File: src/rtl/conv_pkg.sv
// conv_pkg
// Shared definitions for the convolution datapath read side: byte/word
// geometry, kernel and window sizes, the dimension word that terminates
// the record stream, and the fetcher state encoding.
package conv_pkg;

    localparam int BYTE_W     = 8;
    localparam int WORD_W     = 16;
    localparam int KERN_BYTES = 9;
    localparam int WIN_BYTES  = 16;

    localparam logic [WORD_W-1:0] TERM_DIM = 16'hFFFF;

    typedef enum logic [2:0] {
        ST_IDLE,
        ST_KERN,
        ST_DIM,
        ST_FETCH,
        ST_PRESENT,
        ST_DONE
    } fetch_state_t;

endpackage

File: src/rtl/input_window_fetcher_word_unpacker.sv
// word_unpacker
// Splits one 16-bit SRAM word into its two signed pixel/weight bytes.
// The upper byte of the word holds the lower column index.
// Ports:
//   word         in   16  packed SRAM word
//   lo_col_byte  out  8   byte of the lower column (word bits [15:8])
//   hi_col_byte  out  8   byte of the higher column (word bits [7:0])
module word_unpacker
    import conv_pkg::*;
(
    input  logic        [WORD_W-1:0] word,
    output logic signed [BYTE_W-1:0] lo_col_byte,
    output logic signed [BYTE_W-1:0] hi_col_byte
);

    assign lo_col_byte = word[WORD_W-1 -: BYTE_W];
    assign hi_col_byte = word[BYTE_W-1:0];

endmodule

File: src/rtl/input_window_fetcher.sv
// input_window_fetcher
// Read-side front end of the convolution datapath. Loads the 3x3 kernel
// once per run from weights SRAM, then walks the record stream in input
// SRAM ([dim word N][N*N/2 pixel words]) and hands one 4x4 pixel window per
// 2x2-pooled output to the MAC engine over a valid/ready handshake.
// Ports:
//   clk, reset_b                clock, synchronous active-low reset
//   dut_run                     start request, honoured in IDLE only
//   fetch_busy                  high from run acceptance until the terminator is handled
//   input_sram_read_address     registered input SRAM address
//   input_sram_read_data        data for the address presented the previous cycle
//   weights_sram_read_address   registered weights SRAM address
//   weights_sram_read_data      data for the address presented the previous cycle
//   kern_data                   kernel byte k=row*3+col at [8k+7:8k]
//   win_valid/win_ready         window handshake
//   win_data                    window byte i=row*4+col at [8i+7:8i]
//   win_last                    last window of the current matrix
module input_window_fetcher
    import conv_pkg::*;
#(
    parameter int MAX_DIM = 64,
    parameter int ADDR_W  = 12
) (
    input  logic                             clk,
    input  logic                             reset_b,
    input  logic                             dut_run,
    output logic                             fetch_busy,
    output logic [ADDR_W-1:0]                input_sram_read_address,
    input  logic [WORD_W-1:0]                input_sram_read_data,
    output logic [ADDR_W-1:0]                weights_sram_read_address,
    input  logic [WORD_W-1:0]                weights_sram_read_data,
    output logic [KERN_BYTES*BYTE_W-1:0]     kern_data,
    output logic                             win_valid,
    input  logic                             win_ready,
    output logic [WIN_BYTES*BYTE_W-1:0]      win_data,
    output logic                             win_last
);

    localparam int DIM_W = $clog2(MAX_DIM + 1);
    localparam int IDX_W = DIM_W - 1;

    fetch_state_t state;
    fetch_state_t state_next;

    logic [3:0]        step;
    logic [ADDR_W-1:0] ptr;
    logic [ADDR_W-1:0] ptr_next;
    logic [IDX_W-1:0]  half_n;
    logic [IDX_W-1:0]  last_idx;
    logic [IDX_W-1:0]  row_idx;
    logic [IDX_W-1:0]  col_idx;
    logic [IDX_W-1:0]  row_next;
    logic [IDX_W-1:0]  col_next;
    logic              col_wrap;
    logic              matrix_end;
    logic              is_term;

    logic signed [BYTE_W-1:0] in_lo_col;
    logic signed [BYTE_W-1:0] in_hi_col;
    logic signed [BYTE_W-1:0] wt_lo_col;
    logic signed [BYTE_W-1:0] wt_hi_col;

    word_unpacker u_input_unpacker (
        .word        (input_sram_read_data),
        .lo_col_byte (in_lo_col),
        .hi_col_byte (in_hi_col)
    );

    word_unpacker u_weights_unpacker (
        .word        (weights_sram_read_data),
        .lo_col_byte (wt_lo_col),
        .hi_col_byte (wt_hi_col)
    );

    // Address of word w (0..7) of window (r,c): row 2r+w[2:1], word column c+w[0].
    // Wraps modulo 2^ADDR_W on purpose.
    function automatic logic [ADDR_W-1:0] word_addr(
        input logic [ADDR_W-1:0] base,
        input logic [IDX_W-1:0]  half,
        input logic [IDX_W-1:0]  r,
        input logic [IDX_W-1:0]  c,
        input logic [2:0]        w
    );
        logic [ADDR_W-1:0] pix_row;
        pix_row = ADDR_W'({r, 1'b0}) + ADDR_W'(w[2:1]);
        return base + ADDR_W'(1) + pix_row * ADDR_W'(half) + ADDR_W'(c) + ADDR_W'(w[0]);
    endfunction

    // Any dimension that cannot produce a whole number of pooled windows ends the stream.
    assign is_term = (input_sram_read_data == TERM_DIM) || input_sram_read_data[0] ||
                     (input_sram_read_data < 16'd4) ||
                     (input_sram_read_data > 16'(MAX_DIM));

    // Window index of the last row/column of windows is (N-2)/2 - 1 = N/2 - 2.
    assign last_idx   = half_n - IDX_W'(2);
    assign col_wrap   = (col_idx == last_idx);
    assign matrix_end = col_wrap && (row_idx == last_idx);
    assign col_next   = col_wrap ? '0 : col_idx + IDX_W'(1);
    assign row_next   = col_wrap ? row_idx + IDX_W'(1) : row_idx;
    // Next record starts after the dim word and N*N/2 = 2*(N/2)^2 pixel words.
    assign ptr_next   = ptr + ADDR_W'(1) + ((ADDR_W'(half_n) * ADDR_W'(half_n)) << 1);

    assign win_valid = (state == ST_PRESENT);
    assign win_last  = win_valid && (row_idx == last_idx) && (col_idx == last_idx);

    // State register.
    always_ff @(posedge clk) begin
        if (!reset_b) begin
            state <= ST_IDLE;
        end else begin
            state <= state_next;
        end
    end

    // Next-state logic. DIM takes two cycles: the address goes out on entry,
    // the dimension word is judged on the second cycle.
    always_comb begin
        state_next = state;
        case (state)
            ST_IDLE:    if (dut_run) state_next = ST_KERN;
            ST_KERN:    if (step == 4'd5) state_next = ST_DIM;
            ST_DIM:     if (step == 4'd1) state_next = is_term ? ST_DONE : ST_FETCH;
            ST_FETCH:   if (step == 4'd8) state_next = ST_PRESENT;
            ST_PRESENT: if (win_ready) state_next = matrix_end ? ST_DIM : ST_FETCH;
            ST_DONE:    state_next = ST_IDLE;
            default:    state_next = ST_IDLE;
        endcase
    end

    // Per-state cycle counter, restarted on every state change.
    always_ff @(posedge clk) begin
        if (!reset_b) begin
            step <= '0;
        end else if (state_next != state) begin
            step <= '0;
        end else if (state inside {ST_KERN, ST_DIM, ST_FETCH}) begin
            step <= step + 4'd1;
        end
    end

    // Kernel load: addresses 0..4 on steps 0..4, each word captured one step later.
    // The low byte of word 4 is padding and is dropped.
    always_ff @(posedge clk) begin
        if (!reset_b) begin
            weights_sram_read_address <= '0;
            kern_data                 <= '0;
        end else if (state == ST_IDLE && dut_run) begin
            weights_sram_read_address <= '0;
        end else if (state == ST_KERN) begin
            if (step < 4'd4) begin
                weights_sram_read_address <= ADDR_W'(step) + ADDR_W'(1);
            end
            case (step)
                4'd1: kern_data[15:0]  <= {wt_hi_col, wt_lo_col};
                4'd2: kern_data[31:16] <= {wt_hi_col, wt_lo_col};
                4'd3: kern_data[47:32] <= {wt_hi_col, wt_lo_col};
                4'd4: kern_data[63:48] <= {wt_hi_col, wt_lo_col};
                4'd5: kern_data[71:64] <= wt_lo_col;
                default: ;
            endcase
        end
    end

    // Record walk: dim read, window fetch (8 addresses, 8 captures, one step
    // apart) and the row/column/pointer advance on each accepted window.
    always_ff @(posedge clk) begin
        if (!reset_b) begin
            fetch_busy              <= 1'b0;
            ptr                     <= '0;
            half_n                  <= '0;
            row_idx                 <= '0;
            col_idx                 <= '0;
            input_sram_read_address <= '0;
            win_data                <= '0;
        end else begin
            case (state)
                ST_IDLE: begin
                    if (dut_run) begin
                        fetch_busy <= 1'b1;
                        ptr        <= '0;
                    end
                end
                ST_KERN: begin
                    if (step == 4'd5) begin
                        input_sram_read_address <= ptr;
                    end
                end
                ST_DIM: begin
                    if (step == 4'd1 && !is_term) begin
                        half_n                  <= input_sram_read_data[DIM_W-1:1];
                        row_idx                 <= '0;
                        col_idx                 <= '0;
                        input_sram_read_address <= ptr + ADDR_W'(1);
                    end
                end
                ST_FETCH: begin
                    if (step < 4'd7) begin
                        input_sram_read_address <= word_addr(ptr, half_n, row_idx, col_idx,
                                                             3'(step + 4'd1));
                    end
                    for (int w = 0; w < 8; w++) begin
                        if (step == 4'(w + 1)) begin
                            win_data[16*w +: 16] <= {in_hi_col, in_lo_col};
                        end
                    end
                end
                ST_PRESENT: begin
                    if (win_ready) begin
                        row_idx <= row_next;
                        col_idx <= col_next;
                        if (matrix_end) begin
                            ptr                     <= ptr_next;
                            input_sram_read_address <= ptr_next;
                        end else begin
                            input_sram_read_address <= word_addr(ptr, half_n, row_next, col_next,
                                                                 3'd0);
                        end
                    end
                end
                ST_DONE: begin
                    fetch_busy <= 1'b0;
                end
                default: ;
            endcase
        end
    end

endmodule

File: config.mk
export PLATFORM = sky130hd
export DESIGN_NAME = input_window_fetcher
export DESIGN_NICKNAME = d
export VERILOG_FILES = /design/src/rtl/conv_pkg.sv /design/src/rtl/input_window_fetcher_word_unpacker.sv /design/src/rtl/input_window_fetcher.sv
export SDC_FILE = /design/constraint.sdc
export NUM_CORES = 1
export LEC_CHECK = 0
export BUFFER_PORTS_ARGS = -buffer_cell sky130_fd_sc_hd__buf_2
export CAP_MARGIN = 20
export CORE_ASPECT_RATIO = 0.75
export CORE_UTILIZATION = 35
export DETAILED_ROUTE_END_ITERATION = 10
export SLEW_MARGIN = 20
export SYNTH_ARGS = -nofsm -noshare
export SYNTH_HDL_FRONTEND = slang
export SYNTH_SLANG_ARGS = --single-unit
File: constraint.sdc
create_clock -name clk -period 6.24 [get_ports clk]
set_input_delay 1.872 -clock clk [delete_from_list [all_inputs] [get_ports clk]]
set_output_delay 1.872 -clock clk [all_outputs]
set_load 0.005 [all_outputs]
== Word level (Yosys, flattened, before mapping) ==
Index checks and enable logic that the tools add are counted.
Widths: inputs -> output; s select.
Cells by class
  $add $sub $neg: 13
  multipliers: 3
  $lt $le $gt $ge: 4
  eq/ne operators: 23
  mux-type cells: 27
  bitwise gates (word level): 2
  reductions and logical operators: 36
Operators with widths (number)
  $mux 12: 8
  $pmux 12 s4: 1
  $add 12x12->12: 3
  $mux 6: 5
  $add 12x6->12: 2
  $pmux 12 s2: 1
  $pmux 6 s2: 2
  $mul 6x6->11: 2
  $reduce_and 2->1: 11
  $mux 3: 6
  $reduce_and 3->1: 6
  $eq 16x16->1 const B: 1
  $eq 4x3->1 const B: 4
  $gt 16x7->1 const B: 1
  $lt 16x3->1 const B: 1
  $pmux 3 s5: 1
  $add 12x1->12: 1
  $add 12x1->12 const B: 1
  $add 6x1->6 const B: 2
  $eq 6x6->1: 2
  $mul 8x6->12: 1
  $add 7x2->8: 1
  $eq 4x2->1 const B: 2
  $lt 4x3->1 const B: 2
  other kinds (24): 41
Word-level totals
  register bits: 262

== Longest topological paths before layout ==
Gate-level depths: netlist (run 1).
  depth in word-level cells: 9
  mapped depth: 34
  depth with buffers taken out: 32

== Cells and area by module ==
Synthesis (run 1) repeated with hierarchy kept, for this count alone.
Second synthesis, totals
  cell total of the unflattened synthesis: 1918
  area, all modules: 15922.8 um^2
Modules (own cells, without submodules)
  input_window_fetcher: times used 1, cells an instance 1886, area each 15682.5 um^2
  word_unpacker: times used 2, cells an instance 16, area each 120.1 um^2

== Worst setup path after synthesis (run 1) ==
Ideal clock, no wire load.
  path kind: reg2reg
  from: register half_n[1]
  to: register input_sram_read_address[11]
  library setup time: 0.122 ns
  data arrival time: 6.597 ns
  path slack: -0.479 ns
  cell stages (with the launch flop): 31
  buffers on the path: 2
  clock period less this slack: 6.719 ns
  cells stage by stage: dfxtp_1 > buf_6 > clkinv_1 > ha_1 > nand2b_1 > a21oi_1 > o21ai_2 > nor3_2 > buf_2 > mux2_2 > and2_1 > fa_1 > fa_1 > inv_1 > fa_1 > inv_1 > ha_1 > o21ai_0 > nor2b_1 > o21bai_1 > a21oi_1 > xnor2_1 > ha_1 > xnor2_1 > xnor2_1 > xnor3_1 > o21a_1 > a2111oi_1 > or3_1 > o211ai_2 > o311a_1
Between the ends
  word-level cells in the longest chain between the ends: 9
  elaborated cells on any way between the ends: 19
RTL lines
  start: declaration: RTL line input_window_fetcher.sv:48  | logic [IDX_W-1:0] half_n;
  start signal: assignment: RTL line input_window_fetcher.sv:190  | half_n <= input_sram_read_data[DIM_W-1:1];
  $sub 6x2->6: RTL line input_window_fetcher.sv:95  | assign last_idx = half_n - IDX_W'(2);
  $eq 6x6->1: RTL line input_window_fetcher.sv:96  | assign col_wrap = (col_idx == last_idx);
  $mux 6: RTL line input_window_fetcher.sv:99  | assign row_next = col_wrap ? row_idx + IDX_W'(1) : row_idx;
  $mul 6x6->11: RTL line input_window_fetcher.sv:86  | return base + ADDR_W'(1) + pix_row * ADDR_W'(half) + ADDR_W'(c) + ADDR_W'(w[0]);
  $add 12x12->12: RTL line input_window_fetcher.sv:86
  $add 12x6->12: RTL line input_window_fetcher.sv:86
  $mux 12: RTL line input_window_fetcher.sv:211  | if (matrix_end) begin
  $mux 12: RTL line input_window_fetcher.sv:208  | if (win_ready) begin
  $pmux 12 s4 (*): RTL line input_window_fetcher.sv:176  | case (state)
  end signal: assignment: RTL line input_window_fetcher.sv:185  | input_sram_read_address <= ptr;
  end signal: assignment: RTL line input_window_fetcher.sv:213  | input_sram_read_address <= ptr_next;
  end signal: assignment: RTL line input_window_fetcher.sv:215  | input_sram_read_address <= word_addr(ptr, half_n, row_next, col_next,
  end: declaration: RTL line input_window_fetcher.sv:28  | output logic [ADDR_W-1:0] input_sram_read_address,
Every way passes the cells marked *; elsewhere a longest branch is shown, timed or not. The select of a mux whose other input is x is not followed.
A chain may end at the register's enable or synchronous reset.

== Worst setup path in the final report (run 1) ==
Same ends and word-level chain as after synthesis.

==> results.yml, run 1 <==
die:
  start_util_pct: 35.8
  core-area_um2: 43800
  io_pins: 263
  die_area_um2: 45700
  rows: 66
  dieHeight_um: 185
  die_x_um: 246
worst_setup_path:
  critPathMaxStageDelay_ns: 0.54
  r2r_setup_slack_ns: -0.14
  crit_required_ns: 6.67
  crit_fanout: 3
  cpMostUsedCell: "fa_1"
  crit_path_end_kind: "flip-flop"
  r2r_cells: 30
  crit_type: "reg -> reg"
  cp-start-kind: "flip-flop"
  regToRegStartpoint: "half_n[1]$_SDFFE_PN0P_"
  slowest_stage: "fa_1"
  critical_path_arrival_ns: 6.80
  reg2reg_to: "input_sram_read_address[11]$_SDFFE_PN0P_"
synth:
  synth_top_area_share_pct: 32.5
  synth_edf_count: 0
  synthCells: 1897
  ys_seq_area_share_pct: 32.5
  yosys.area.top_type: "dfxtp_1"
  synth_area_leaders: "dfxtp_1 (33%), nand2_1 (11%), fa_1 (9.1%)"
  syn_area_um2: 15700
  ys_types: 82
  synthArstFlopShare_pct: 0
  synthFlopType: "dfxtp_1"
  yosysWarnings: 0
  synth.avg_cell_area_um2: 8.27
  ys_ff_latch: 255
pwr:
  seqPwrFrac_pct: 49.8
  finalPower_mw: 3.28
  p_comb_share_pct: 4.2
  switching_share_pct: 23.6
  p_per_area_nw_per_um2: 172
  leakage_nw: 8.37
  power_switching_mw: 0.776
  max-vdd-ir-drop_mv: 0.162
  p_clk_share_pct: 46.0
  p_int_mw: 2.51
sta:
  grt_setup_unrepaired: "true"
  slew_violations: 0
  report.final.hold_viol_count: 0
  tns_ns: -0.135
  fmax_ghz: 0.157
  whs_ns: 0.449
  slew-limit-headroom_pct: 37.5
  skew_ns: 0.0238
  finalSetupViolations: 1
  worst_slack_ns: -0.135
  fin_crit_sh_pct: 102
  max_slew.worst_pin.slew_ns: 0.936
  period_needed_ns: 6.38
clocking:
  cts_buffer_depth: 3
  root_buffer: "clkbuf_16"
  clkSlewWorstSetupHoldPaths_ns: 0.07
  hold_buffers: 0
  cts_max_level: 1
  cts_buffers: 26
  clock-sinks: 255
  cts_tree: "done"
  clock_latency_ns: 0.56
routing:
  avgViaCountPerCell: 5.16
  vias: 14188
  wl_met3_um: 4580
  drt_iter0_drc: 1086
  wire_per_inst_um: 18.6
  drcViolationCount: 0
  firstDrtPassIters: 5
  drt_wl_total_um: 51100
  wl_met1_um: 23900
  wl_met2_um: 21900
  antenna_left: 0
  top_layer_used: "met5"
final_layout:
  drive_gt1_share_pct: 21.3
  nFillCells: 4377
  syn2layout_area_growth_pct: 21.5
  diodes: 0
  fin_util_pct: 43.5
  stdcell_area_um2: 19100
  layout.cells.non_filler: 2748
  nets: 2355
placement:
  place_area_um2: 17900
  dp_hpwl_um: 38300
  routabilityCongestion: 0.929
  pre_cts_ws_ns: -0.365
  numPortBuffers: 255
  dp.cells: 2691
run_status:
  status: "finished with violations"
  failed_checks: "negative setup slack"
min_path:
  min_to: "win_data[56]$_SDFFE_PN0P_"
  worstHoldPathCells: 2
  worstHoldPathType: "reg -> reg"
  holdCritStartpoint: "win_data[56]$_SDFFE_PN0P_"
flow_run:
  drv_cap: 0
global_route:
  grt_max_degree: 147
  grt_usage_pct: 21.8
  grt_pass1_vias: 13309
  antenna_found_initial: 1
  grt_pass1_wl_um: 77300
  grt-ovfl-total: 0
[power groups by stage]
stage          sequential [mW]  clock (mW)  combinational (mW)
2_1_floorplan             1.67           0              0.0784
3_5_place_dp              1.67           0               0.136
4_1_cts                   1.63        1.53               0.136
3_3_place_gp              1.67           0               0.135
5_1_grt                   1.63        1.61               0.146
6_report                  1.63        1.51               0.138
[worst max path at each step]
stage                                      start                                        to  slack, ns
after floorplan           half_n[1]$_SDFFE_PN0P_  input_sram_read_address[11]$_SDFFE_PN0P_       0.03
after global placement    half_n[1]$_SDFFE_PN0P_  input_sram_read_address[11]$_SDFFE_PN0P_      -0.16
after detailed placement  half_n[1]$_SDFFE_PN0P_  input_sram_read_address[11]$_SDFFE_PN0P_      -0.36
after CTS                 half_n[1]$_SDFFE_PN0P_  input_sram_read_address[11]$_SDFFE_PN0P_      -0.12
after global routing      half_n[1]$_SDFFE_PN0P_  input_sram_read_address[11]$_SDFFE_PN0P_      -0.44
final                     half_n[1]$_SDFFE_PN0P_  input_sram_read_address[11]$_SDFFE_PN0P_      -0.14
[kinds of logic (layout without fill, tap and decap cells)]
| logic type | Yosys count | in the layout | synth area share (%) |
|---|---|---|---|
| simple gates | 757 | 757 | 21.8 |
| compound gates | 374 | 374 | 16.4 |
| flops | 255 | 255 | 32.5 |
| buf+inv | 238 | 505 | 6.12 |
| fa+ha+maj | 166 | 166 | 16.6 |
| xor+xnor | 82 | 82 | 4.93 |
| mux | 24 | 24 | 1.55 |
| other cells | 1 | 7 | 0.0239 |
[layout make-up]
class	instances	area, um2	share of cell area, %
repair buffers	348	2000	10.5
clock inverters	5	51.3	0.269
inverters	112	428	2.25
clock buffers	40	753	3.95
multi-input cells	1410	9990	52.4
flip-flops and latches	255	5110	26.8
well taps	578	723	3.80
[registers in the layout, indices dropped and copies added (netlist names)]
name                       count
ptr                           12
step                           4
input_sram_read_address       12
win_data                     128
fetch_busy                     1
row_idx                        6
weights_sram_read_address      5
state                          3
col_idx                        6
kern_data                     72
half_n                         6
[worst max-delay path: cells and delay by family (launching register included)]
family	cells	cell delay, ns
XOR/XNOR	5	1.00
adder cells (fa/ha/maj)	5	1.95
AO/OA/AOI/OAI	7	1.13
flip-flops	1	0.36
AND/OR/NAND/NOR	8	1.36
buffers and inverters	5	0.44
[Yosys cell counts, types with 6 or more instances]
library cell and instances:
and3_1 11, nor2_1 74, o211ai_1 9, nor2b_1 46, ha_1 95, mux2i_1 22, a21oi_1 87, a21boi_0 117
a21o_1 9, o21ai_0 28, fa_1 71, o22ai_1 12, clkbuf_1 92, xor2_1 28, nand2_1 472, dfxtp_1 255
xnor2_1 50, o21a_1 6, buf_2 23, a21boi_1 38, nand3_1 23, nand2b_1 11, and2_1 52, a22oi_1 17
nor4_1 7, inv_1 107, nor3_1 19, buf_4 8
[layer usage]
| metal | GRT usage (%) | up-vias |
|---|---|---|
| li1 | - | 6733 |
| met1 | 31.3 | 6887 |
| met2 | 32.5 | 508 |
| met3 | 5.72 | 58 |
| met4 | 4.22 | 2 |
| met5 | 0 | - |
[placed cells by master (no fill, tap or decap), drive strengths merged, types with 5 or more instances in the layout]
cell type,synthesis,layout
mux2i,22,22
o21a,6,6
a21o,9,9
nand3,24,24
xor2,28,28
o31ai,5,5
buf,34,348
a21oi,87,87
xnor2,50,50
inv,109,110
nor2,77,77
nand4,6,6
dfxtp,255,255
nor2b,46,46
or3,6,6
o211ai,10,10
ha,95,95
and3,11,11
o21ai,34,34
conb,1,7
a21boi,155,155
nand2,472,472
o22ai,12,12
and2,53,53
clkinv,3,7
nor4,9,9
fa,71,71
a22oi,17,17
clkbuf,92,40
nand2b,11,11
nor3b,5,5
nor3,21,21
[what timing repair did]
item / CTS / global route
buffers inserted: 7 / 5
setup endpoints to repair: 5 / 5
resized for setup: 37 / 25
pin swaps: 34 / 23
(Power assumes the default switching activity.)
==> run 2, diff against run 1 <==
--- a/config.mk
+++ b/config.mk
@@ -9,6 +9,7 @@
 export CAP_MARGIN = 20
 export CORE_ASPECT_RATIO = 0.75
 export CORE_UTILIZATION = 35
+export CTS_BUF_LIST = sky130_fd_sc_hd__clkbuf_8
 export DETAILED_ROUTE_END_ITERATION = 10
 export SLEW_MARGIN = 20
 export SYNTH_ARGS = -nofsm -noshare
==> results.yml, run 2 (same netlist as run 1, synthesis figures left out) <==
final_layout:
  largest_reg_flops: 128
  largest_register: "win_data"
  stdcell_area_um2: 19100
  drive_gt1_share_pct: 22.1
  syn2layout_area_growth_pct: 21.9
  layout.cells.non_filler: 2775
  largest_registers: "win_data (128), kern_data (72)"
  nFillCells: 4379
  final_common_cell: "nand2_1"
  nets: 2368
  layout_common_cells: "nand2_1 (472), buf_2 (254), dfxtp_1 (253)"
pwr:
  switching_share_pct: 24.4
  p_comb_share_pct: 4.2
  power_switching_mw: 0.818
  p_clk_share_pct: 47.0
  seqPwrFrac_pct: 48.8
  p_int_mw: 2.53
  max-vdd-ir-drop_mv: 0.153
  leakage_nw: 8.45
  finalPower_mw: 3.35
  p_per_area_nw_per_um2: 175
global_route:
  grt_pass1_wl_um: 77700
  grt_usage_pct: 21.9
  met1_usage_pct: 31.5
  grt_max_degree: 147
  met2_usage_pct: 32.4
  busiest_layer: "met2"
  grt_pass1_vias: 13443
  antenna_found_initial: 2
  grt-ovfl-total: 0
  met3_usage_pct: 5.94
worst_setup_path:
  slowest_stage: "fa_1"
  crit_path_end_kind: "flip-flop"
  crit_required_ns: 6.73
  crit_fanout: 3
  critical_path_arrival_ns: 6.83
  cp-start-kind: "flip-flop"
  critPathMaxStageDelay_ns: 0.54
  crit_type: "reg -> reg"
  cpMostUsedCell: "fa_1"
run_status:
  failed_checks: "negative setup slack"
  status: "finished with violations"
sta:
  report.final.hold_viol_count: 0
  fin_crit_sh_pct: 102
  skew_ns: 0.0523
  period_needed_ns: 6.34
  finalSetupViolations: 1
  max_slew.worst_pin.slew_ns: 1.02
  slew-limit-headroom_pct: 31.9
  slew_violations: 0
  worst_slack_ns: -0.102
  fmax_ghz: 0.158
  grt_setup_unrepaired: "true"
  whs_ns: 0.451
die:
  dieHeight_um: 185
  die_area_um2: 45700
  core-area_um2: 43800
  start_util_pct: 35.8
  io_pins: 263
  die_x_um: 246
  rows: 66
clocking:
  cts_max_level: 2
  root_buffer: "clkbuf_8"
  clkSlewWorstSetupHoldPaths_ns: 0.09
  cts_tree: "done"
  hold_buffers: 0
  clock_latency_ns: 0.59
  clock-sinks: 255
  cts_buffer_depth: 3
  cts_buffers: 40
routing:
  drcViolationCount: 0
  avgViaCountPerCell: 5.10
  vias: 14157
  firstDrtPassIters: 6
  antenna_left: 0
  wire_per_inst_um: 18.5
  drt_iter0_drc: 1094
  drt_wl_total_um: 51400
placement:
  routabilityCongestion: 0.929
  dp.cells: 2691
  place_area_um2: 17900
  numPortBuffers: 255
  dp_hpwl_um: 38300
flow_run:
  drv_cap: 0
min_path:
  worstHoldPathType: "reg -> reg"
-- run 2: cell types whose count changed in the layout (fill, tap and decap cells not counted), sizes merged --
cell,change
clkinvlp,+2
diode,+1
buf,-1
clkbuf,+10
bufinv,+3
inv,+9
clkinv,+3
-- run 2: worst max-delay path, delay by kind of cell, from the launching register on --
family                   cells  cell delay, ns
buffers and inverters        5            0.45
flip-flops                   1            0.36
XOR/XNOR                     5            1.00
adder cells (fa/ha/maj)      5            1.96
AND/OR/NAND/NOR              8            1.36
AO/OA/AOI/OAI                7            1.15
-- run 2: path summary, 6_finish.rpt --
check                                                  end  slack [ns]  cells after the start                       from
setup / recovery  input_sram_read_address[11]$_SDFFE_PN0P_       -0.10                     30     half_n[1]$_SDFFE_PN0P_
hold / removal                   win_data[56]$_SDFFE_PN0P_        0.45                      2  win_data[56]$_SDFFE_PN0P_
setup reg to reg  input_sram_read_address[11]$_SDFFE_PN0P_       -0.10                     30     half_n[1]$_SDFFE_PN0P_
hold reg to reg                  win_data[56]$_SDFFE_PN0P_        0.45                      2  win_data[56]$_SDFFE_PN0P_
-- run 2: cell type report --
type	count	area [um2]	area share [%]
multi-input cells	1410	9990	52.2
diodes	1	2.50	0.0131
clock inverters	22	193	1.01
clock buffers	50	688	3.60
repair buffers	347	2000	10.4
inverters	112	428	2.24
flip-flops and latches	255	5110	26.7
well taps	578	723	3.78
-- run 2: repair_timing --
item	CTS	global route
pin swaps	33	24
endpoints found under the hold margin	0	0
endpoints found under the setup margin	5	5
resized for setup	34	27
setup buffers	5	6
-- run 2: power by group through the flow --
stage          Clock [mW]  Sequential [mW]  Combinational [mW]
6_report             1.57             1.63               0.139
5_1_grt              1.67             1.63               0.147
4_1_cts              1.60             1.63               0.136
3_5_place_dp            0             1.67               0.136
3_3_place_gp            0             1.67               0.135
2_1_floorplan           0             1.67              0.0784
-- run 2: through the flow --
| stage | util [%] | setup WS [ns] | setup TNS (ns) |
|---|---|---|---|
| floorplan | - | 0.0259 | 0 |
| global placement | 40.8 | -0.157 | -0.176 |
| detailed placement | 40.8 | -0.365 | -0.944 |
| CTS | 43.3 | -0.0868 | -0.0868 |
| global route | 43.7 | -0.410 | -0.775 |
| finish | 43.7 | -0.102 | -0.102 |
-- run 2: layer usage --
| layer | wire (um) | share of wire [%] | up-vias |
|---|---|---|---|
| met5 | 9 | 0.017 | - |
| met4 | 816 | 1.6 | 2 |
| met3 | 4520 | 8.8 | 65 |
| met2 | 21900 | 43 | 488 |
| met1 | 24200 | 47 | 6836 |
| li1 | - | - | 6766 |
